$ cat src/rtl/elastic_pipe_stage.sv
// Generic valid/ready pipeline register with a Depth-entry skid buffer and flush.
module elastic_pipe_stage #(
    parameter int unsigned DataWidth        = 32,
    parameter int unsigned Depth            = 2,
    parameter int unsigned ClearDataOnReset = 0
) (
    input  logic                         clk_i,
    input  logic                         reset_ni,
    input  logic                         flush_i,
    input  logic [DataWidth-1:0]         data_i,
    input  logic                         valid_i,
    output logic                         ready_o,
    output logic [DataWidth-1:0]         data_o,
    output logic                         valid_o,
    input  logic                         ready_i,
    output logic [$clog2(Depth+1)-1:0]   count_o
);

    localparam int unsigned PtrW = (Depth > 1) ? $clog2(Depth) : 1;
    localparam int unsigned CntW = $clog2(Depth + 1);
    localparam logic [PtrW-1:0] LastPtr  = PtrW'(Depth - 1);
    localparam logic [CntW-1:0] DepthCnt = CntW'(Depth);

    logic [DataWidth-1:0] mem [Depth];
    logic [PtrW-1:0]      wr_ptr;
    logic [PtrW-1:0]      rd_ptr;
    logic [PtrW-1:0]      wr_ptr_nxt;
    logic [PtrW-1:0]      rd_ptr_nxt;
    logic [CntW-1:0]      count;
    logic                 push;
    logic                 pop;

    // Handshake qualification; a flush cycle never transfers in either direction.
    always_comb begin
        push       = valid_i & ready_o & ~flush_i;
        pop        = valid_o & ready_i & ~flush_i;
        wr_ptr_nxt = (wr_ptr == LastPtr) ? '0 : wr_ptr + PtrW'(1);
        rd_ptr_nxt = (rd_ptr == LastPtr) ? '0 : rd_ptr + PtrW'(1);
    end

    // Pointer and occupancy state; flush and reset both return to empty.
    always_ff @(posedge clk_i or negedge reset_ni) begin
        if (!reset_ni) begin
            wr_ptr <= '0;
            rd_ptr <= '0;
            count  <= '0;
        end else if (flush_i) begin
            wr_ptr <= '0;
            rd_ptr <= '0;
            count  <= '0;
        end else begin
            if (push) begin
                wr_ptr <= wr_ptr_nxt;
            end
            if (pop) begin
                rd_ptr <= rd_ptr_nxt;
            end
            if (push && !pop) begin
                count <= count + CntW'(1);
            end else if (pop && !push) begin
                count <= count - CntW'(1);
            end
        end
    end

    // Payload storage; written only on an accepted push, never touched by flush.
    generate
        if (ClearDataOnReset != 0) begin : g_mem_clr
            always_ff @(posedge clk_i or negedge reset_ni) begin
                if (!reset_ni) begin
                    mem <= '{default: '0};
                end else if (push) begin
                    mem[wr_ptr] <= data_i;
                end
            end
        end else begin : g_mem_noclr
            always_ff @(posedge clk_i) begin
                if (push) begin
                    mem[wr_ptr] <= data_i;
                end
            end
        end
    endgenerate

    // Downstream view comes straight from registered state.
    always_comb begin
        valid_o = (count != '0);
        data_o  = mem[rd_ptr];
        count_o = count;
    end

    // Single entry keeps the ready_i pass-through for full rate; deeper buffers register it.
    generate
        if (Depth == 1) begin : g_ready_pass
            assign ready_o = (count == '0) | ready_i;
        end else begin : g_ready_reg
            assign ready_o = (count < DepthCnt);
        end
    endgenerate

endmodule

$ cat config.mk
export PLATFORM = sky130hd
export DESIGN_NAME = elastic_pipe_stage
export DESIGN_NICKNAME = d
export VERILOG_FILES = /design/src/rtl/elastic_pipe_stage.sv
export SDC_FILE = /design/constraint.sdc
export NUM_CORES = 1
export LEC_CHECK = 0
export BUFFER_PORTS_ARGS = -buffer_cell sky130_fd_sc_hd__buf_2
export CELL_PAD_IN_SITES_DETAIL_PLACEMENT = 1
export CELL_PAD_IN_SITES_GLOBAL_PLACEMENT = 2
export CORE_ASPECT_RATIO = 0.7
export CORE_UTILIZATION = 41
export CTS_BUF_LIST = sky130_fd_sc_hd__clkbuf_4
export CTS_CLUSTER_SIZE = 40
export DETAILED_ROUTE_END_ITERATION = 8
export PLACE_DENSITY = 0.85
export SLEW_MARGIN = 20
export SYNTH_ARGS = -nofsm -noshare
export SYNTH_HDL_FRONTEND = slang
export SYNTH_SLANG_ARGS = --single-unit
$ cat constraint.sdc
create_clock -name clk_i -period 8.1 [get_ports clk_i]
set_input_delay 0.81 -clock clk_i [delete_from_list [all_inputs] [get_ports clk_i]]
set_output_delay 0.81 -clock clk_i [all_outputs]
set_load 0.005 [all_outputs]
==> Yosys cells after proc, flatten, opt, wreduce, memory -nomap -nowiden <==
Memories as Yosys holds them, arrays and structs flattened.
Cells that the tools add are included.
W data, S select, Z words.
{ "classes": {"addsub": 4, "magnitude_cmp": 1, "mux": 11, "n_bitwise": 5, "reduce_logical": 8} }
{ "op_table": {"columns": ["op", "n"], "rows": [
  ["$mux W1", 8],
  ["$mux W2", 3],
  ["$reduce_bool A2 Y1", 3],
  ["$and A1 B1 Y1", 4],
  ["$reduce_bool A3 Y1", 1],
  ["$add A1 B1 Y1 const B", 2],
  ["$add A2 B1 Y2 const B", 1],
  ["$logic_and A1 B1 Y1", 2],
  ["$logic_not A1 Y1", 2],
  ["$lt A2 B2 Y1 const B", 1],
  ["$sub A2 B1 Y2 const B", 1],
  ["$not A1 Y1", 1]
]} }
{ "totals": {"ff_bits": 4, "mem_bits_rw": 64, "input_bits": 37, "output_inout_bits": 36, "word_cells": 33, "memories": 1} }
{ "mem_list": {"columns": ["name", "depth", "word_bits", "rd", "rd_ports_with_merged_regs", "wr", "line_no", "text"], "rows": [
  ["mem", 2, 32, 1, 0, 1, "24", "logic [DataWidth-1:0] mem [Depth];"]
]} }

==> Longest topological paths before layout <==
{ "logic_depth": {"ltp_word": 8, "mapped_depth": 4, "depth_no_buf": 3} }

==> Worst setup path before layout <==
Ideal clock, no wire load.
{ "synth_timing": {"path_type": "in2reg", "startpoint": "input port valid_i", "endpoint": "memory mem[1][0], enable pin", "setup_ns": 0.468, "t_arrival_ns": 3.268, "required_ns": 7.632, "path_slack_ns": 4.364, "stages": 2, "path_buffers": 0, "path_cell_list": "nand2b_4 -> nor3b_1"} }
{ "synth_via": {"elab_chain_cells": 4} }
{ "synth_rtl": {"columns": ["element", "line_no", "text"], "rows": [
  ["start: declaration", "11", "input logic valid_i,"],
  ["$and A1 B1 Y1 (2 in series)", "35", "push = valid_i & ready_o & ~flush_i;"],
  ["$mux W1", "78", "if (push) begin"],
  ["$mux W1 (not written as such)", "79", "mem[wr_ptr] <= data_i;"],
  ["end: declaration", "24", null]
]} }
Every way passes these cells.

==> Worst setup path after layout <==
{ "layout_timing": {"startpoint": "register rd_ptr", "endpoint": "output port data_o[30]"} }
{ "layout_via": {"elab_chain_cells": 1} }
{ "layout_rtl": {"columns": ["element", "line_no", "text"], "rows": [
  ["start: declaration", "26", "logic [PtrW-1:0] rd_ptr;"],
  ["start signal: assignment", "56", "rd_ptr <= rd_ptr_nxt;"],
  ["$mem_v2 Z2 W32", null, null],
  ["end: declaration", "13", "output logic [DataWidth-1:0] data_o,"]
]} }
Every way passes these cells.

==> results.toml <==
[logic_synthesis]
netlist_top_cells_area = "edfxtp_1, mux2_2, dfrtp_1, buf_6, mux2_1"
syn_area_sq_um = 2550
synth_top_area_cell = "edfxtp_1"
ys_ff_latch = 68
synth_commonest_cells = "edfxtp_1, mux2_2, buf_6, dfrtp_1"
yosysMostFrequentCell = "edfxtp_1"
async_flop_share = 0.0588
synth_edf_count = 64
yosysWarnings = 0
avgSynthCellArea_sq_um = 20.9
synthCells = 122
seq_area_frac_synth = 0.792
synth-main-ff-cell = "edfxtp_1"
synth.top_cell.area_share = 0.753
syn-num-nets = 159
ys_types = 20

[floorplanning]
core_area_sq_um = 5870
die_h_um = 68.0
die_x_um = 96.3
initial_core_util = 0.435
io_pins = 73
rows = 23
dieArea_sq_um = 6550

[routing]
wl_per_cell_um = 17.0
drt_iter0_drc = 68
drc = 0
topRoutingLayerUsed = "met4"
firstDrtPassIters = 4
drt.antenna.violating_nets = 0
routed_wl_um = 4800
met2WireLength_um = 2330
vias = 1360
wl_met1_um = 2070
wl_met3_um = 378
via_per_inst = 4.81

[sta]
rsz0062_at_grt = "no"
skew_ps = 15.8
worstMarginPinSlew_ps = 577
min_period_ps = 2840
fmax_mhz = 353
setup_viol = 0
relSlewSlack = 0.615
hold_viol = 0
slew_violations = 0
totalNegativeSetupSlack_ps = 0
fin_crit_sh = 0.350

[clocking]
clock_path_buffers = 2
cts_made_buffers = 9
clkSinkCount = 68
postCtsSetupRepairBufs = 0
clk-insertion-delay-late_ps = 410
path_clk_slew_ps = 100
cts-root-buf = "clkbuf_4"
h-tree-depth = 3
cts_tree = "built"
cts_hold_buf = 0
cts-resized-gates = 0

[layout]
antenna_cells = 0
fin_nets = 241
drive_above_1_share = 0.611
instances_no_fill = 283
syn_to_final_growth_pct = 22.5

[worst_setup_path]
crit_type = "flip-flop to output pin"
start_kind = "flip-flop"
cp-end-kind = "output pin"
required_ps = 7290
timing.critical_path.arrival_ps = 2030
cp_max_fo = 20

[power]
p_leak_nw = 1.18
vdd_drop_max_v = 0.000112
p_per_area_nw_per_um2 = 218

[placement]
gp_congestion = 0.632
port_buffers = 72
dpl.hpwl_um = 3390
dpl.cell_count = 268

[status]
status = "finished clean"

[global_route]
grt_max_degree = 33
grt_pass1_vias = 1411
grtUsageTotal = 0.157
antenna_found_initial = 0
grt-ovfl-total = 0
grt_pass1_wl_um = 6980

[hold_path]
min_path_type = "input pin to async pin"

[run]
maxCapViolCount = 0
==> cells by family (layout without fill, tap and decap cells) <==
family                    after synthesis  count (layout)  share of synthesized area
and+or+nand+nor                        10              10                     0.0255
muxes                                  33              33                      0.147
AOI/OAI and AO/OA                       4               4                    0.00931
xor gates and xnor gates                2               2                    0.00686
DFF                                    68              68                      0.792
buffers and inverters                   5              91                     0.0191
==> layer usage <==
layer,GRT usage,vias to the layer above
met2,0.250,50
met3,0.0789,3
met4,0.0643,0
li1,-,635
met5,0,-
met1,0.182,672
==> power by group <==
group	internal, mW	switching [mW]
Sequential	0.400	0.00627
Clock	0.0995	0.113
Combinational	0.0325	0.0293
==> stage by stage <==
| stage | instance area [sq um] | hold WS [ps] | setup slack [ps] | power, mW | util |
|---|---|---|---|---|---|
| 6_report | 3130 | 205 | 5260 | 0.681 | 0.533 |
| 5_1_grt | 3130 | 164 | 5080 | 0.708 | 0.533 |
| 4_1_cts | 3130 | 186 | 5210 | 0.689 | 0.533 |
| 3_5_place_dp | 2990 | 637 | 5670 | 0.478 | 0.510 |
| 3_3_place_gp | 2990 | 554 | 5730 | 0.474 | 0.510 |
| 2_1_floorplan | 2550 | 514 | 4360 | 0.447 | - |
==> placed cells by master, fill, tap and decap left out <==
master	n
a21oi_1	1
a21oi_2	1
buf_2	72
buf_4	3
bufinv_16	1
clkbuf_4	11
clkinv_2	1
clkinv_4	1
clkinvlp_4	1
dfrtp_1	4
edfxtp_1	64
inv_1	1
mux2_1	2
mux2_2	30
mux2_4	1
nand2_1	1
nand2b_1	1
nand2b_4	1
nor2_1	2
nor2b_1	1
nor2b_2	1
nor3_2	1
nor3b_2	1
o21ai_0	2
or2_2	1
xor2_1	2
==> path summary, 6_finish.rpt <==
check	start	endpoint	slack [ps]	cells after the start
max	rd_ptr	data_o[30]	5260	3
min	reset_ni	wr_ptr	210	1
max reg2reg	count_o[1]	mem[1][22]	6520	3
min reg2reg	count_o[1]	count_o[1]	650	2
max in group asynchronous	reset_ni	count_o[1]	7750	1
min in group clk_i	data_i[26]	mem[0][26]	580	1
==> critical path, cell delays in order (launching register included) <==
cell and delay (ps):
dfrtp_1 720, buf_4 390, mux2_2 380, buf_2 130
==> registers in the layout, summed over array words and instances (netlist names) <==
signal and flops:
mem 64, wr_ptr 1, rd_ptr 1, count_o 2
==> layout make-up <==
class	instances	area (sq um)
Fill cell	594	2740
Clock buffer	11	82.6
Clock inverter	4	51.3
Inverter	1	3.75
Multi-Input combinational cell	49	492
Tap cell	75	93.8
Sequential cell	68	2020
Timing Repair Buffer	75	383
Power figures use the tool's default switching activity.
